<file path="src/rtl/mshr_entry_alloc.sv">
// MSHR entry allocator: tracks occupancy of ENTRY_NUM entries, grants one
// free entry per cycle over valid/ready and accepts one release per cycle.
module mshr_entry_alloc #(
  parameter int unsigned ENTRY_NUM    = 16,
  parameter int unsigned ALLOC_POLICY = 0,
  localparam int unsigned ID_WIDTH    = $clog2(ENTRY_NUM),
  localparam int unsigned CNT_WIDTH   = $clog2(ENTRY_NUM + 1)
) (
  input  logic                 clk_i,
  input  logic                 rst_i,
  input  logic                 alloc_vld_i,
  output logic                 alloc_rdy_o,
  output logic [ID_WIDTH:0]    alloc_id_o,
  input  logic                 rel_vld_i,
  input  logic [ID_WIDTH-1:0]  rel_id_i,
  output logic [ENTRY_NUM-1:0] entry_vld_vec_o,
  output logic [CNT_WIDTH-1:0] used_cnt_o,
  output logic                 full_o,
  output logic                 empty_o,
  output logic                 err_rel_free_o
);

  logic [ENTRY_NUM-1:0] vld_q, vld_d;
  logic [CNT_WIDTH-1:0] cnt_q, cnt_d;
  logic [ID_WIDTH-1:0]  rr_ptr_q, rr_ptr_d;
  logic                 err_q, err_d;

  logic                 sel_found;
  logic [ID_WIDTH-1:0]  sel_idx;
  logic                 grant;
  logic                 rel_in_range;
  logic                 rel_ok;

  // Free-entry search from registered state only; the start point is 0 for
  // lowest-first or rr_ptr for round-robin. A same-cycle release is still
  // marked busy here, so it cannot be re-granted in the cycle it is freed.
  always_comb begin
    sel_found = 1'b0;
    sel_idx   = '0;
    for (int k = 0; k < int'(ENTRY_NUM); k++) begin
      int idx;
      idx = ((ALLOC_POLICY == 1 ? int'(rr_ptr_q) : 0) + k) % int'(ENTRY_NUM);
      if (!sel_found && !vld_q[idx]) begin
        sel_found = 1'b1;
        sel_idx   = ID_WIDTH'(idx);
      end
    end
  end

  // Status outputs and handshake qualification.
  always_comb begin
    full_o          = (cnt_q == CNT_WIDTH'(ENTRY_NUM));
    empty_o         = (cnt_q == '0);
    alloc_rdy_o     = ~full_o;
    alloc_id_o      = full_o ? {(ID_WIDTH + 1){1'b1}} : {1'b0, sel_idx};
    entry_vld_vec_o = vld_q;
    used_cnt_o      = cnt_q;
    err_rel_free_o  = err_q;
    grant           = alloc_vld_i & alloc_rdy_o;
    rel_in_range    = ({1'b0, rel_id_i} < (ID_WIDTH + 1)'(ENTRY_NUM));
    rel_ok          = rel_vld_i & rel_in_range & vld_q[rel_id_i];
  end

  // Next-state: set the granted bit, clear a valid release, track count,
  // advance rr_ptr only on grant, latch bad releases.
  always_comb begin
    vld_d    = vld_q;
    cnt_d    = cnt_q;
    rr_ptr_d = rr_ptr_q;
    err_d    = err_q | (rel_vld_i & ~rel_ok);
    if (grant) begin
      vld_d[sel_idx] = 1'b1;
      if (ALLOC_POLICY == 1) begin
        rr_ptr_d = (sel_idx == ID_WIDTH'(ENTRY_NUM - 1)) ? '0 : sel_idx + 1'b1;
      end
    end
    if (rel_ok) begin
      vld_d[rel_id_i] = 1'b0;
    end
    unique case ({grant, rel_ok})
      2'b10:   cnt_d = cnt_q + 1'b1;
      2'b01:   cnt_d = cnt_q - 1'b1;
      default: cnt_d = cnt_q;
    endcase
  end

  // State registers with synchronous reset; reset overrides any handshake.
  always_ff @(posedge clk_i) begin
    if (rst_i) begin
      vld_q    <= '0;
      cnt_q    <= '0;
      rr_ptr_q <= '0;
      err_q    <= 1'b0;
    end else begin
      vld_q    <= vld_d;
      cnt_q    <= cnt_d;
      rr_ptr_q <= rr_ptr_d;
      err_q    <= err_d;
    end
  end

`ifndef SYNTHESIS
  // Occupancy bitmap and counter must agree; sentinel MSB mirrors ~ready.
  always @(posedge clk_i) begin
    if (!rst_i) begin
      assert ($countones(vld_q) == int'(cnt_q))
        else $error("occupancy count disagrees with bitmap");
      assert (alloc_id_o[ID_WIDTH] == ~alloc_rdy_o)
        else $error("alloc_id sentinel disagrees with alloc_rdy");
    end
  end
`endif

endmodule

</file>
<file path="config.mk">
export PLATFORM = sky130hd
export DESIGN_NAME = mshr_entry_alloc
export DESIGN_NICKNAME = d
export VERILOG_FILES = /design/src/rtl/mshr_entry_alloc.sv
export SDC_FILE = /design/constraint.sdc
export NUM_CORES = 1
export LEC_CHECK = 0
export BUFFER_PORTS_ARGS = -buffer_cell sky130_fd_sc_hd__buf_4
export CORE_UTILIZATION = 50
export CTS_CLUSTER_SIZE = 30
export DETAILED_ROUTE_END_ITERATION = 10
export PLACE_DENSITY = 0.76
export SLEW_MARGIN = 20
export SYNTH_ARGS = -nofsm -noshare
export SYNTH_HDL_FRONTEND = slang
export SYNTH_SLANG_ARGS = --single-unit
</file>
<file path="constraint.sdc">
create_clock -name clk_i -period 6.8 [get_ports clk_i]
set_input_delay 0.34 -clock clk_i [delete_from_list [all_inputs] [get_ports clk_i]]
set_output_delay 0.34 -clock clk_i [all_outputs]
set_load 0.01 [all_outputs]
</file>
## After elaboration in Yosys (flattened, before gate mapping)

Cells that the tools add are included.

| storage, ports and cells | value |
|---|---|
| output and inout port bits | 30 |
| register bits | 22 |
| word-level logic and storage cells | 109 |
| bits of input ports | 8 |

| operators by class | value |
|---|---|
| bitwise operators | 9 |
| mux-type cells | 40 |
| reductions and logical operators | 48 |
| magnitude comparators | 4 |
| add/sub/neg operators | 2 |
| equal/unequal tests | 3 |

Operator list:

| cell | number |
|---|---|
| 4-bit 2-to-1 mux | 14 |
| 16-bit 2-to-1 mux | 2 |
| 1-bit logical NOT | 29 |
| 1-bit 2-to-1 mux | 19 |
| 1-bit logical AND | 17 |
| 16-bit AND | 1 |
| 16-bit NOT | 1 |
| 16-bit OR | 1 |
| 4-bit by 5-bit less-than comparator with 1-bit output (second input constant) | 2 |
| 5-bit one-hot mux with 2 select lines | 1 |
| 1-bit demux with 4-bit select | 2 |
| 4-bit by 1-bit >= comparator with 1-bit output (second input constant) | 2 |
| 5-bit by 1-bit adder with 5-bit output (second input constant) | 1 |
| 5-bit == test (second input constant) | 1 |
| 5-bit logical NOT | 1 |
| 5-bit 2-to-1 mux | 1 |
| 5-bit by 1-bit subtractor with 5-bit output (second input constant) | 1 |
| 1-bit binary-select mux with 4-bit select | 1 |
| 1-bit AND | 3 |
| 2-bit by 1-bit == test with 1-bit output (second input constant) | 1 |
| 2-bit == test (second input constant) | 1 |
| 1-bit NOT | 2 |
| 2-bit nonzero test | 1 |
| 1-bit OR | 1 |

## Longest topological paths before layout

Gate-level depths: netlist (run 1).

| depth | value |
|---|---|
| depth after elaboration | 53 |
| mapped depth | 15 |
| mapped depth without buffers | 14 |

## Worst setup path after synthesis (run 1)

Ideal clock, no wire load.

| timing path | value |
|---|---|
| path kind | input to register |
| start point | in rel_id_i[1] |
| end point | reg cnt_q[4], in the netlist used_cnt_o[4] |
| path buffers | 1 |
| stages on the path | 13 |
| required time | 6672 ps |
| slack | 3696 ps |
| data arrival time | 2976 ps |
| library setup time | 128 ps |
| cells stage by stage | buf_2 > mux4_2 > mux2_2 > mux2_2 > and2_1 > ha_1 > ha_1 > nor2b_1 > o21ai_0 > a21oi_1 > nor3_1 > xnor2_1 > nor2_1 |

| on the way | value |
|---|---|
| word-level cells in the longest chain between the ends | 5 |
| elaborated cells on any way between the ends | 7 |
| classes of those cells | 2 x eq/ne; 3 x mux; 1 x bitwise; 1 x reduce/logical |

Ends and longest elaborated chain:

| what | RTL line | source |
|---|---|---|
| from (decl) | 15 | `input logic [ID_WIDTH-1:0] rel_id_i,` |
| 1-bit binary-select mux with 4-bit select (*) | 61 | `rel_ok = rel_vld_i & rel_in_range & vld_q[rel_id_i];` |
| 1-bit 2-to-1 mux (implied by the code) (*) | 61 |  |
| 1-bit AND (*) | 61 |  |
| 2-bit by 1-bit == test with 1-bit output / 2-bit == test (equally long branches) | 80 | `unique case ({grant, rel_ok})` |
| 5-bit one-hot mux with 2 select lines / 2-bit nonzero test (equally long branches) | n/a |  |
| to (signal assigned) | 96 | `cnt_q <= cnt_d;` |
| to (decl) | 24 | `logic [CNT_WIDTH-1:0] cnt_q, cnt_d;` |

Mark *: on every way between the ends. The rest lies on a longest branch, timed or not. The select of a mux whose other input is x is not followed.
A chain may end at the register's enable or synchronous reset.

## Final worst setup path (run 1)

| timing path | value |
|---|---|
| start point | reg vld_q[15], in the netlist entry_vld_vec_o[15] |
| end point | reg cnt_q[4], in the netlist used_cnt_o[4] |

| on the way | value |
|---|---|
| word-level cells in the longest chain between the ends | 5 |
| elaborated cells on any way between the ends | 7 |
| classes of those cells | 2 x eq/ne; 3 x mux; 1 x bitwise; 1 x reduce/logical |

Ends and longest elaborated chain:

| what | RTL line | source |
|---|---|---|
| from (decl) | 23 | `logic [ENTRY_NUM-1:0] vld_q, vld_d;` |
| from (signal assigned) | 95 | `vld_q <= vld_d;` |
| 1-bit binary-select mux with 4-bit select (*) | 61 |  |
| 1-bit 2-to-1 mux (implied by the code) (*) | 61 |  |
| 1-bit AND (*) | 61 |  |
| 2-bit by 1-bit == test with 1-bit output / 2-bit == test (equally long branches) | 80 |  |
| 5-bit one-hot mux with 2 select lines / 2-bit nonzero test (equally long branches) | n/a |  |

Marks and branches as above.

==> metrics, run 1 <==
Setup crit end kind flop; worst setup path class reg -> reg; routability cong. 0.9357; unique cell type count in the Yosys netlist 45; Peak VDD IR roughly 0.11 mV; cell internal pwr between 0.2 and 0.25 mW; H-tree depth 1; grt ovf 0; Synth Cell Area 0.001518 sq mm; Max clock buf depth 2; Pre-antenna DRT Iters 7; Final Max Slew Viols 0; Die ar. 0.003260 sq mm; I/O Buffers 37; Area Overhead vs Synth 22.01%; HPWL after DPL approximately 3.1 mm; Vias/cell 6.263; Final Critical Period between 3 and 4 ns; Synth top area share 0.2902; largest net degree at the start of global routing 24; IO Count 38; synth cell count leaders nor2_1, dfxtp_1, a21oi_1, nor3_1, nand2_1; global-route wire length before repair a little under 7 mm; Starting Density 0.5410; largest area contributor in the netlist dfxtp_1; worst hold endpoint err_rel_free_o; Yosys reg bits 22; sequential power share 0.478; Crit path arrival time around 3.4 ns; FMAX 316.9 MHz; most common cell in the synthesized netlist nor2_1; Worst Hold Class in -> reg; DRT iter0 DRCs 134; Sequential cell area around 440 sq um; CTS root buf clkbuf_4; Avg Inst Size Synth just over 8 sq um; Routed WL 4.085 mm; clock power share 0.345; CTS Sinks 22; FFs w/ async S/R, synth 0; Tcrit/Tclk final 0.4641; Comb pwr share 0.178; switching fraction of total power 0.2526; crit path max fanout 7; Final Hold Slack 0.3204 ns; final setup vio count 0; via count 1572; WL per Instance approximately 16 um; Pleak 0.7311 nW; initial antenna violation count 0; Synth warnings 0; postcts setup bufs 0; P per Cell Area 156.8 mW/mm^2; slew margin rel. 0.4160; Area contributors post-synth dfxtp_1, nor2_1, a21oi_1; status finished, violations left; Worst Skew 0.007056 ns; failing checks DRC; min-delay src rel_vld_i; EDFF count, synth 0; Synthesized Nets 200; layout cell share with drive strength beyond 1 0.2545; R2R Setup Slk 3.64 ns; Mapped Cells 187; number of max-cap violations 0; Post-CTS Resized 0; gr usage total 0.2620; Slew @ Worst Pin 0.8680 ns; antenna diode count 0; FF-to-FF Start entry_vld_vec_o[15]; switching pwr between 0.07 and 0.08 mW; Critical Path RT 7.01 ns; final setup TNS 0 ns; ANT nets after route 0; core footprint 0.002805 sq mm; clock slew at reported path FFs 0.13 ns; CTS tree built; r2r worst-path depth 12; Total Power 0.2903 mW; drt drc 10; die width roughly 57 um; Top FF cell, synth dfxtp_1; R2R Path End used_cnt_o[4]; unrepaired setup endpoints after global routing no; final hold vios 0; crit path launch type flop; die height 57.10 um; FP Rows 19; Clock Latency Late Sink 0.31 ns; post-cts hold buffer count 0; post-synthesis sequential area ratio 0.2902; Layout Nets 234; vias in the first global route approximately 1400; fill count about 240; hold path cells 3; area of the multi-input gates 0.001001 sq mm; CTS Buf Count 3
## state kept, by name, summed over array words and instances (netlist names)
signal,flops
used_cnt_o,5
err_rel_free_o,1
entry_vld_vec_o,16
## logic make-up after synthesis
| logic type | Yosys count | share of synthesized area |
|---|---|---|
| XOR/XNOR | 3 | 0.01732 |
| adder cells (fa/ha/maj) | 5 | 0.04617 |
| AO/OA/AOI/OAI | 42 | 0.2003 |
| AND/OR/NAND/NOR | 90 | 0.3166 |
| flip-flops | 22 | 0.2902 |
| multiplexers | 6 | 0.07914 |
| buffers and inverters | 19 | 0.05029 |
## layout by cell type, fill, tap and decap left out, drive strengths merged, types with 2 or more instances in the layout
master   count
nor2b        4
dfxtp       22
a21boi       2
ha           4
a21oi       17
nand3        3
a31oi        4
nor3        17
mux4         4
xor2         2
inv         11
nor4         3
and3         3
nor2        30
mux2         2
a2111oi      3
o21ai        5
nand2b       8
or3          2
clkbuf       3
a211oi       4
nand2       12
buf         37
## worst max path at each step
stage / to / slack [ns] / start
finish: used_cnt_o[4] / 3.64 / entry_vld_vec_o[15]
floorplan: used_cnt_o[4] / 3.70 / rel_id_i[1]
detailed placement: used_cnt_o[4] / 3.55 / rel_id_i[1]
global placement: used_cnt_o[4] / 3.62 / rel_id_i[1]
global route: used_cnt_o[4] / 3.43 / entry_vld_vec_o[15]
CTS: used_cnt_o[4] / 3.65 / entry_vld_vec_o[15]
## per-layer routing
metal	wire length, um	up-vias	track usage
met5	0	-	0
met4	84	0	0.06969
met3	424	15	0.06122
met2	1886	88	0.4387
met1	1690	721	0.3405
li1	-	748	-
## power by group through the flow
stage               logic, mW  registers (mW)  clock network [mW]
floorplan              0.0302           0.142                   0
global placement       0.0500           0.141                   0
detailed placement     0.0513           0.141                   0
CTS                    0.0516           0.139               0.101
global route           0.0560           0.139               0.106
finish                 0.0516           0.139               0.100
## metrics by stage
step,cells,setup WS [ns],instance area (sq um),util
final,251,3.644,1852,0.6601
after CTS,251,3.650,1852,0.6601
after floorplan,187,3.696,1518,-
after global routing,251,3.428,1852,0.6601
after detailed placement,247,3.546,1799,0.6414
after global placement,247,3.620,1799,0.6414
## worst max-delay path, cell delays in order (launching register included)
cell	delay, ns
dfxtp_1	0.43
mux4_2	0.50
mux2_2	0.28
mux2_2	0.27
and2_1	0.16
ha_1	0.22
ha_1	0.32
nor2b_1	0.15
o21ai_0	0.22
a21oi_1	0.10
nor3_1	0.21
xnor2_1	0.14
nor2_1	0.05
## cell type report
class                           instances  area share
Clock buffer                            3     0.01216
Sequential cell                        22      0.2378
Clock inverter                          1     0.01622
Tap cell                               31     0.02095
Timing Repair Buffer                   37      0.1500
Multi-Input combinational cell        146      0.5405
Inverter                               11     0.02230
(Power assumes the default switching activity.)
==> run 2: changes to the inputs <==
--- a/config.mk
+++ b/config.mk
@@ -6,7 +6,7 @@
 export NUM_CORES = 1
 export LEC_CHECK = 0
 export BUFFER_PORTS_ARGS = -buffer_cell sky130_fd_sc_hd__buf_4
-export CORE_UTILIZATION = 50
+export CORE_UTILIZATION = 48
 export CTS_CLUSTER_SIZE = 30
 export DETAILED_ROUTE_END_ITERATION = 10
 export PLACE_DENSITY = 0.76
==> constraint.sdc (replaced) <==
create_clock -name clk_i -period 2.67 [get_ports clk_i]
set_input_delay 0.1335 -clock clk_i [delete_from_list [all_inputs] [get_ports clk_i]]
set_output_delay 0.1335 -clock clk_i [all_outputs]
set_load 0.01 [all_outputs]
==> run 2 against run 1 <==
Compared with the run above:
- the flow finishes with violations (DRC, setup timing)
- maximum frequency increased by 12%
- utilization up 4.0 points
- first-iteration DRC count fell by 37%
- hold slack worse by 0.18 ns
- clock skew is 0.0047 ns higher
- final area is 14% higher
- clock-buffer cell count grew 1
- critical path type unchanged
==> metrics, run 2 (synthesis gave the netlist of run 1 again) <==
final setup TNS -0.2331 ns (was 0 ns); via count 1650 (was 1572); Setup crit end kind flop (unchanged); CTS Sinks 22 (unchanged); I/O Buffers 37 (unchanged); Routed WL 4.382 mm (was 4.085 mm); vias in the first global route 1537 (was 1440); pre-CTS WS -0.1320 ns (was 3.546 ns); GR Layer Usage met1 0.3816 (was 0.3405); hold path cells 3 (unchanged); Crit. Startpoint entry_vld_vec_o[14] (was entry_vld_vec_o[15]); grt met2 use 0.4269 (was 0.4387); number of flip-flops under the largest register name 16 (unchanged); Crit path arrival time 3.00 ns (was 3.37 ns); post-cts hold buffer count 0 (unchanged); Pre-antenna DRT Iters 7 (unchanged); core footprint 0.003028 sq mm (was 0.002805 sq mm); die height 58.23 um (was 57.10 um); unrepaired setup endpoints after global routing yes (was no); worst setup path class reg -> reg (unchanged); final setup vio count 2 (was 0); initial antenna violation count 0 (unchanged); Critical Path RT 2.86 ns (was 7.01 ns); drt drc 1 (was 10); P per Cell Area 312.6 mW/mm^2 (was 156.8 mW/mm^2); antenna diode count 0 (unchanged); number of max-cap violations 0 (unchanged); met3 usage 0.02902 (was 0.06122); GRT busiest layer met2 (unchanged); Worst Hold Class in -> reg (unchanged); min-delay src rel_vld_i (unchanged); Vias/cell 5.690 (was 6.263); r2r worst-path depth 12 (unchanged); Peak VDD IR 0.2185 mV (was 0.1093 mV); FP Rows 20 (was 19); routability cong. 0.9716 (was 0.9357); Final Critical Period 2.820 ns (was 3.156 ns); IO Count 38 (unchanged); global-route wire length before repair 7.044 mm (was 6.748 mm); FMAX 354.6 MHz (was 316.9 MHz); WL per Instance 15.11 um (was 16.27 um); Starting Density 0.5012 (was 0.5410); Layout Nets 260 (was 234); commonest cells after routing, fill and taps aside buf_4, nor2_1, nor3_1, dfxtp_1, a21oi_1 (was buf_4, nor2_1, dfxtp_1, a21oi_1, nor3_1); CTS root buf clkbuf_4 (unchanged); layout cell share with drive strength beyond 1 0.3902 (was 0.2545); clock slew at reported path FFs 0.13 ns (about the same); CTS Buf Count 3 (unchanged); failing checks DRC, setup timing (was DRC); gr usage total 0.2711 (was 0.2620); fill count 259 (was 242); crit path launch type flop (unchanged); Die ar. 0.003391 sq mm (was 0.003260 sq mm); Max clock buf depth 2 (unchanged); R2R Setup Slk -0.15 ns (was 3.64 ns); crit path max fanout 4 (was 7); H-tree depth 1 (unchanged); CTS tree built (unchanged); largest net degree at the start of global routing 24 (unchanged); status finished, violations left (unchanged); Slew @ Worst Pin 0.7193 ns (was 0.8680 ns); R2R Path End used_cnt_o[4] (unchanged); Tcrit/Tclk final 1.056 (was 0.4641); slew margin rel. 0.5160 (was 0.4160); final hold vios 0 (unchanged); Final Worst Setup Slack -0.1497 ns (was 3.644 ns); Pleak 0.8673 nW (was 0.7311 nW); ANT nets after route 0 (unchanged); Area Overhead vs Synth 39.65% (was 22.01%); FF-to-FF Start entry_vld_vec_o[14] (was entry_vld_vec_o[15]); worst hold endpoint err_rel_free_o (unchanged); DRT iter0 DRCs 84 (was 134); Clock Latency Late Sink 0.30 ns (was 0.31 ns); grt ovf 0 (unchanged); Final Max Slew Viols 0 (unchanged); commonest non-fill, non-tap cell in the layout buf_4 (unchanged); die width 58.23 um (was 57.10 um); Worst Skew 0.01179 ns (was 0.007056 ns); HPWL after DPL 3.498 mm (was 3.111 mm)
## run 2: cell count changes in the layout (fill, tap and decap cells not counted), moves of 2 or more
cell | before | now
buf_4 | 37 | 63
dfxtp_1 | 22 | 16
dfxtp_2 | 0 | 4
a21oi_1 | 17 | 15
a21oi_2 | 0 | 2
dfxtp_4 | 0 | 2
ha_1 | 4 | 2
ha_4 | 0 | 2
mux2_2 | 2 | 0
mux2_4 | 0 | 2
## run 2: stage by stage
step | area, sq um | hold slack (ns) | std cells | utilization | power, mW
2_1_floorplan | 1580 | 0.2024 | 187 | - | 0.4417
3_3_place_gp | 2056 | 0.4424 | 284 | 0.6789 | 0.5063
3_5_place_dp | 2056 | 0.4555 | 284 | 0.6789 | 0.5109
4_1_cts | 2086 | 0.1342 | 288 | 0.6888 | 0.6631
5_1_grt | 2120 | 0.1517 | 290 | 0.7000 | 0.6949
6_report | 2120 | 0.1408 | 290 | 0.7000 | 0.6626
## run 2: metal layers
| metal | routed length (um) | part of all wire |
|---|---|---|
| met5 | 0 | 0 |
| met4 | 82 | 0.019 |
| met3 | 218 | 0.050 |
| met2 | 2133 | 0.49 |
| met1 | 1948 | 0.44 |
## run 2: repair_timing
item / in CTS / in global routing
setup buffers: 0 / 2
pin swaps: 0 / 6
gates resized for setup: 1 / 4
setup endpoints to repair: 2 / 2
## run 2: final cells by class
class	instances	area (sq um)	area share
clock buffer	4	26.28	0.01240
tap	44	55.05	0.02597
inverter	11	41.29	0.01948
sequential	22	452.9	0.2137
multi-input combinational	146	1071	0.5053
timing repair buffer	63	473.0	0.2231
## run 2: worst max-delay path by stage
stage	endpoint	slack, ns	cells after the start
3_3_place_gp	used_cnt_o[4]	-0.07	13
3_5_place_dp	used_cnt_o[4]	-0.13	13
2_1_floorplan	used_cnt_o[4]	-0.05	12
5_1_grt	used_cnt_o[4]	-0.23	12
6_report	used_cnt_o[4]	-0.15	12
4_1_cts	used_cnt_o[4]	-0.14	12
## run 2: worst max-delay path, cell delays in order, from the launching register on
cell and delay (ns):
dfxtp_4 0.36, mux4_2 0.47, mux2_4 0.29, mux2_4 0.26
and2_4 0.15, ha_4 0.17, ha_4 0.26, nor2b_4 0.14
o21ai_2 0.06, and3_4 0.17, nor3_4 0.17, xnor2_1 0.14
nor2_1 0.05
## run 2: power breakdown
part	leakage, nW	total [mW]	switching, mW	internal [mW]
Clock	0.0150	0.153	0.0952	0.0580
Combinational	0.670	0.168	0.0853	0.0825
Sequential	0.182	0.342	0.00567	0.336
==> run 3: changes to the inputs <==
--- a/config.mk
+++ b/config.mk
@@ -9,7 +9,7 @@
 export CORE_UTILIZATION = 48
 export CTS_CLUSTER_SIZE = 30
 export DETAILED_ROUTE_END_ITERATION = 10
-export PLACE_DENSITY = 0.76
+export PLACE_DENSITY = 0.74
 export SLEW_MARGIN = 20
 export SYNTH_ARGS = -nofsm -noshare
 export SYNTH_HDL_FRONTEND = slang
==> run 3 against run 2 <==
Compared with the run above:
- maximum frequency is 2.1% higher
- critical endpoint is now used_cnt_o[3]
- non-clock buffer count fell by 3
- total power is 0.46% higher
- the flow finishes with violations (setup timing)
- clock power up 4%
- global-route usage up 0.74 points
- critical path type unchanged
- final area fell by 1.8%
==> metrics, run 3 (synthesis gave the netlist of run 1 again) <==
vias in the first global route 1518 (was 1537); final hold vios 0 (unchanged); Crit. Startpoint entry_vld_vec_o[15] (was entry_vld_vec_o[14]); WL per Instance 15.82 um (was 15.11 um); via count 1635 (was 1650); CTS root buf clkbuf_4 (unchanged); Worst Hold Class in -> reg (unchanged); drt drc 0 (was 1); Starting Density 0.5012 (unchanged); largest net degree at the start of global routing 24 (unchanged); CTS Sinks 22 (unchanged); commonest cells after routing, fill and taps aside buf_4, nor2_1, a21oi_1, nor3_1, dfxtp_1 (was buf_4, nor2_1, nor3_1, dfxtp_1, a21oi_1); Critical Path RT 2.88 ns (was 2.86 ns); worst setup path class reg -> reg (unchanged); die width 58.23 um (unchanged); Cells after DPL 282 (was 284); ANT nets after route 0 (unchanged); core footprint 0.003028 sq mm (unchanged); Setup crit end kind flop (unchanged); routability cong. 0.9393 (was 0.9716); clock slew at reported path FFs 0.12 ns (was 0.13 ns); R2R Setup Slk -0.09 ns (was -0.15 ns); hold path cells 3 (unchanged); worst hold endpoint err_rel_free_o (unchanged); CTS tree built (unchanged); grt ovf 0 (unchanged); Max clock buf depth 2 (unchanged); crit path max fanout 4 (unchanged); Tcrit/Tclk final 1.035 (was 1.056); HPWL after DPL 3.579 mm (was 3.498 mm); DRT iter0 DRCs 92 (was 84); Layout Cells excl Fill 287 (was 290); Clock Latency Late Sink 0.31 ns (was 0.30 ns); CTS Buf Count 3 (unchanged); Layout Nets 257 (was 260); number of flip-flops under the largest register name 16 (unchanged); Peak VDD IR 0.3286 mV (was 0.2185 mV); r2r worst-path depth 12 (unchanged); P per Cell Area 319.9 mW/mm^2 (was 312.6 mW/mm^2); number of max-cap violations 0 (unchanged); pre-CTS WS -0.1491 ns (was -0.1320 ns); IO Count 38 (unchanged); Crit path arrival time 2.98 ns (was 3.00 ns); commonest non-fill, non-tap cell in the layout buf_4 (unchanged); Die ar. 0.003391 sq mm (unchanged); antenna diode count 0 (unchanged); Area Overhead vs Synth 37.10% (was 39.65%); Pleak 0.8431 nW (was 0.8673 nW); fill count 263 (was 259); Routed WL 4.539 mm (was 4.382 mm); status finished, violations left (unchanged); Final Critical Period 2.763 ns (was 2.820 ns); unrepaired setup endpoints after global routing yes (unchanged); FMAX 361.9 MHz (was 354.6 MHz); R2R Path End used_cnt_o[3] (was used_cnt_o[4]); final setup vio count 2 (unchanged); slew margin rel. 0.5341 (was 0.5160); Final Worst Setup Slack -0.09305 ns (was -0.1497 ns); layout cell share with drive strength beyond 1 0.3868 (was 0.3902); Pre-antenna DRT Iters 4 (was 7); Final Hold Slack 0.1077 ns (was 0.1408 ns); crit path launch type flop (unchanged); Vias/cell 5.697 (was 5.690); initial antenna violation count 0 (unchanged); global-route wire length before repair 7.086 mm (was 7.044 mm); Final Max Slew Viols 0 (unchanged); die height 58.23 um (unchanged); post-cts hold buffer count 0 (unchanged); gr usage total 0.2785 (was 0.2711); FP Rows 20 (unchanged); I/O Buffers 37 (unchanged); FF-to-FF Start entry_vld_vec_o[15] (was entry_vld_vec_o[14]); failing checks setup timing (was DRC, setup timing); H-tree depth 1 (unchanged); min-delay src rel_vld_i (unchanged); Slew @ Worst Pin 0.6924 ns (was 0.7193 ns); Worst Skew 0.005974 ns (was 0.01179 ns)
run 3: changes by cell type in the layout (fill, tap and decap cells not counted), sizes merged:
cell / previous run / this run
buf: 63 / 60
run 3: metrics by stage:
stage | area (sq um) | setup TNS [ns] | total power, mW | utilization
2_1_floorplan | 1580 | -0.08661 | 0.4417 | -
3_3_place_gp | 2041 | -0.1271 | 0.5053 | 0.6740
3_5_place_dp | 2041 | -0.2438 | 0.5100 | 0.6740
4_1_cts | 2085 | -0.1279 | 0.6707 | 0.6884
5_1_grt | 2081 | -0.2990 | 0.6975 | 0.6872
6_report | 2081 | -0.1624 | 0.6656 | 0.6872
run 3: worst max-delay path by stage:
stage | depth (start not counted) | slack (ns) | to
2_1_floorplan | 12 | -0.05 | used_cnt_o[4]
3_3_place_gp | 13 | -0.07 | used_cnt_o[4]
3_5_place_dp | 13 | -0.15 | used_cnt_o[4]
4_1_cts | 12 | -0.07 | used_cnt_o[4]
5_1_grt | 12 | -0.15 | used_cnt_o[4]
6_report | 12 | -0.09 | used_cnt_o[3]
run 3: what timing repair did:
action                     in CTS  in global routing
buffers inserted                1                  0
gates resized for setup         4                  1
setup endpoints to repair       2                  2
hold endpoints to repair        0                  0
gates cloned                    0                  0
pin swaps                       8                  1
run 3: cell type report:
cell class / count / area (sq um) / area share
Tap cell: 44 / 55.05 / 0.02646
Timing Repair Buffer: 60 / 450.4 / 0.2165
Multi-Input combinational cell: 146 / 1055 / 0.5069
Inverter: 11 / 41.29 / 0.01984
Clock buffer: 4 / 26.28 / 0.01263
Sequential cell: 22 / 452.9 / 0.2177
run 3: power by group:
group	leakage [nW]	internal (mW)	total [mW]	switching (mW)
clock network	0.0150	0.0584	0.159	0.100
registers	0.182	0.336	0.344	0.00764
logic	0.646	0.0793	0.163	0.0839
total	0.843	0.474	0.666	0.192
run 3: per-layer routing:
metal | vias up | share of wire | GRT usage
met1 | 762 | 0.43 | 0.3630
met2 | 65 | 0.49 | 0.4729
li1 | 795 | - | -
met3 | 13 | 0.054 | 0.03125
met4 | 0 | 0.024 | 0.1054
met5 | - | 0 | 0
run 3: worst max-delay path, stage by stage (launching register included):
cell and delay (ns):
dfxtp_4 0.36, mux4_2 0.46, mux2_4 0.28, mux2_4 0.27, and2_4 0.15, ha_4 0.17
ha_1 0.28, a21o_1 0.18, a21oi_2 0.13, xor2_1 0.16, nor2_1 0.06, a21oi_1 0.12
nor2_1 0.05
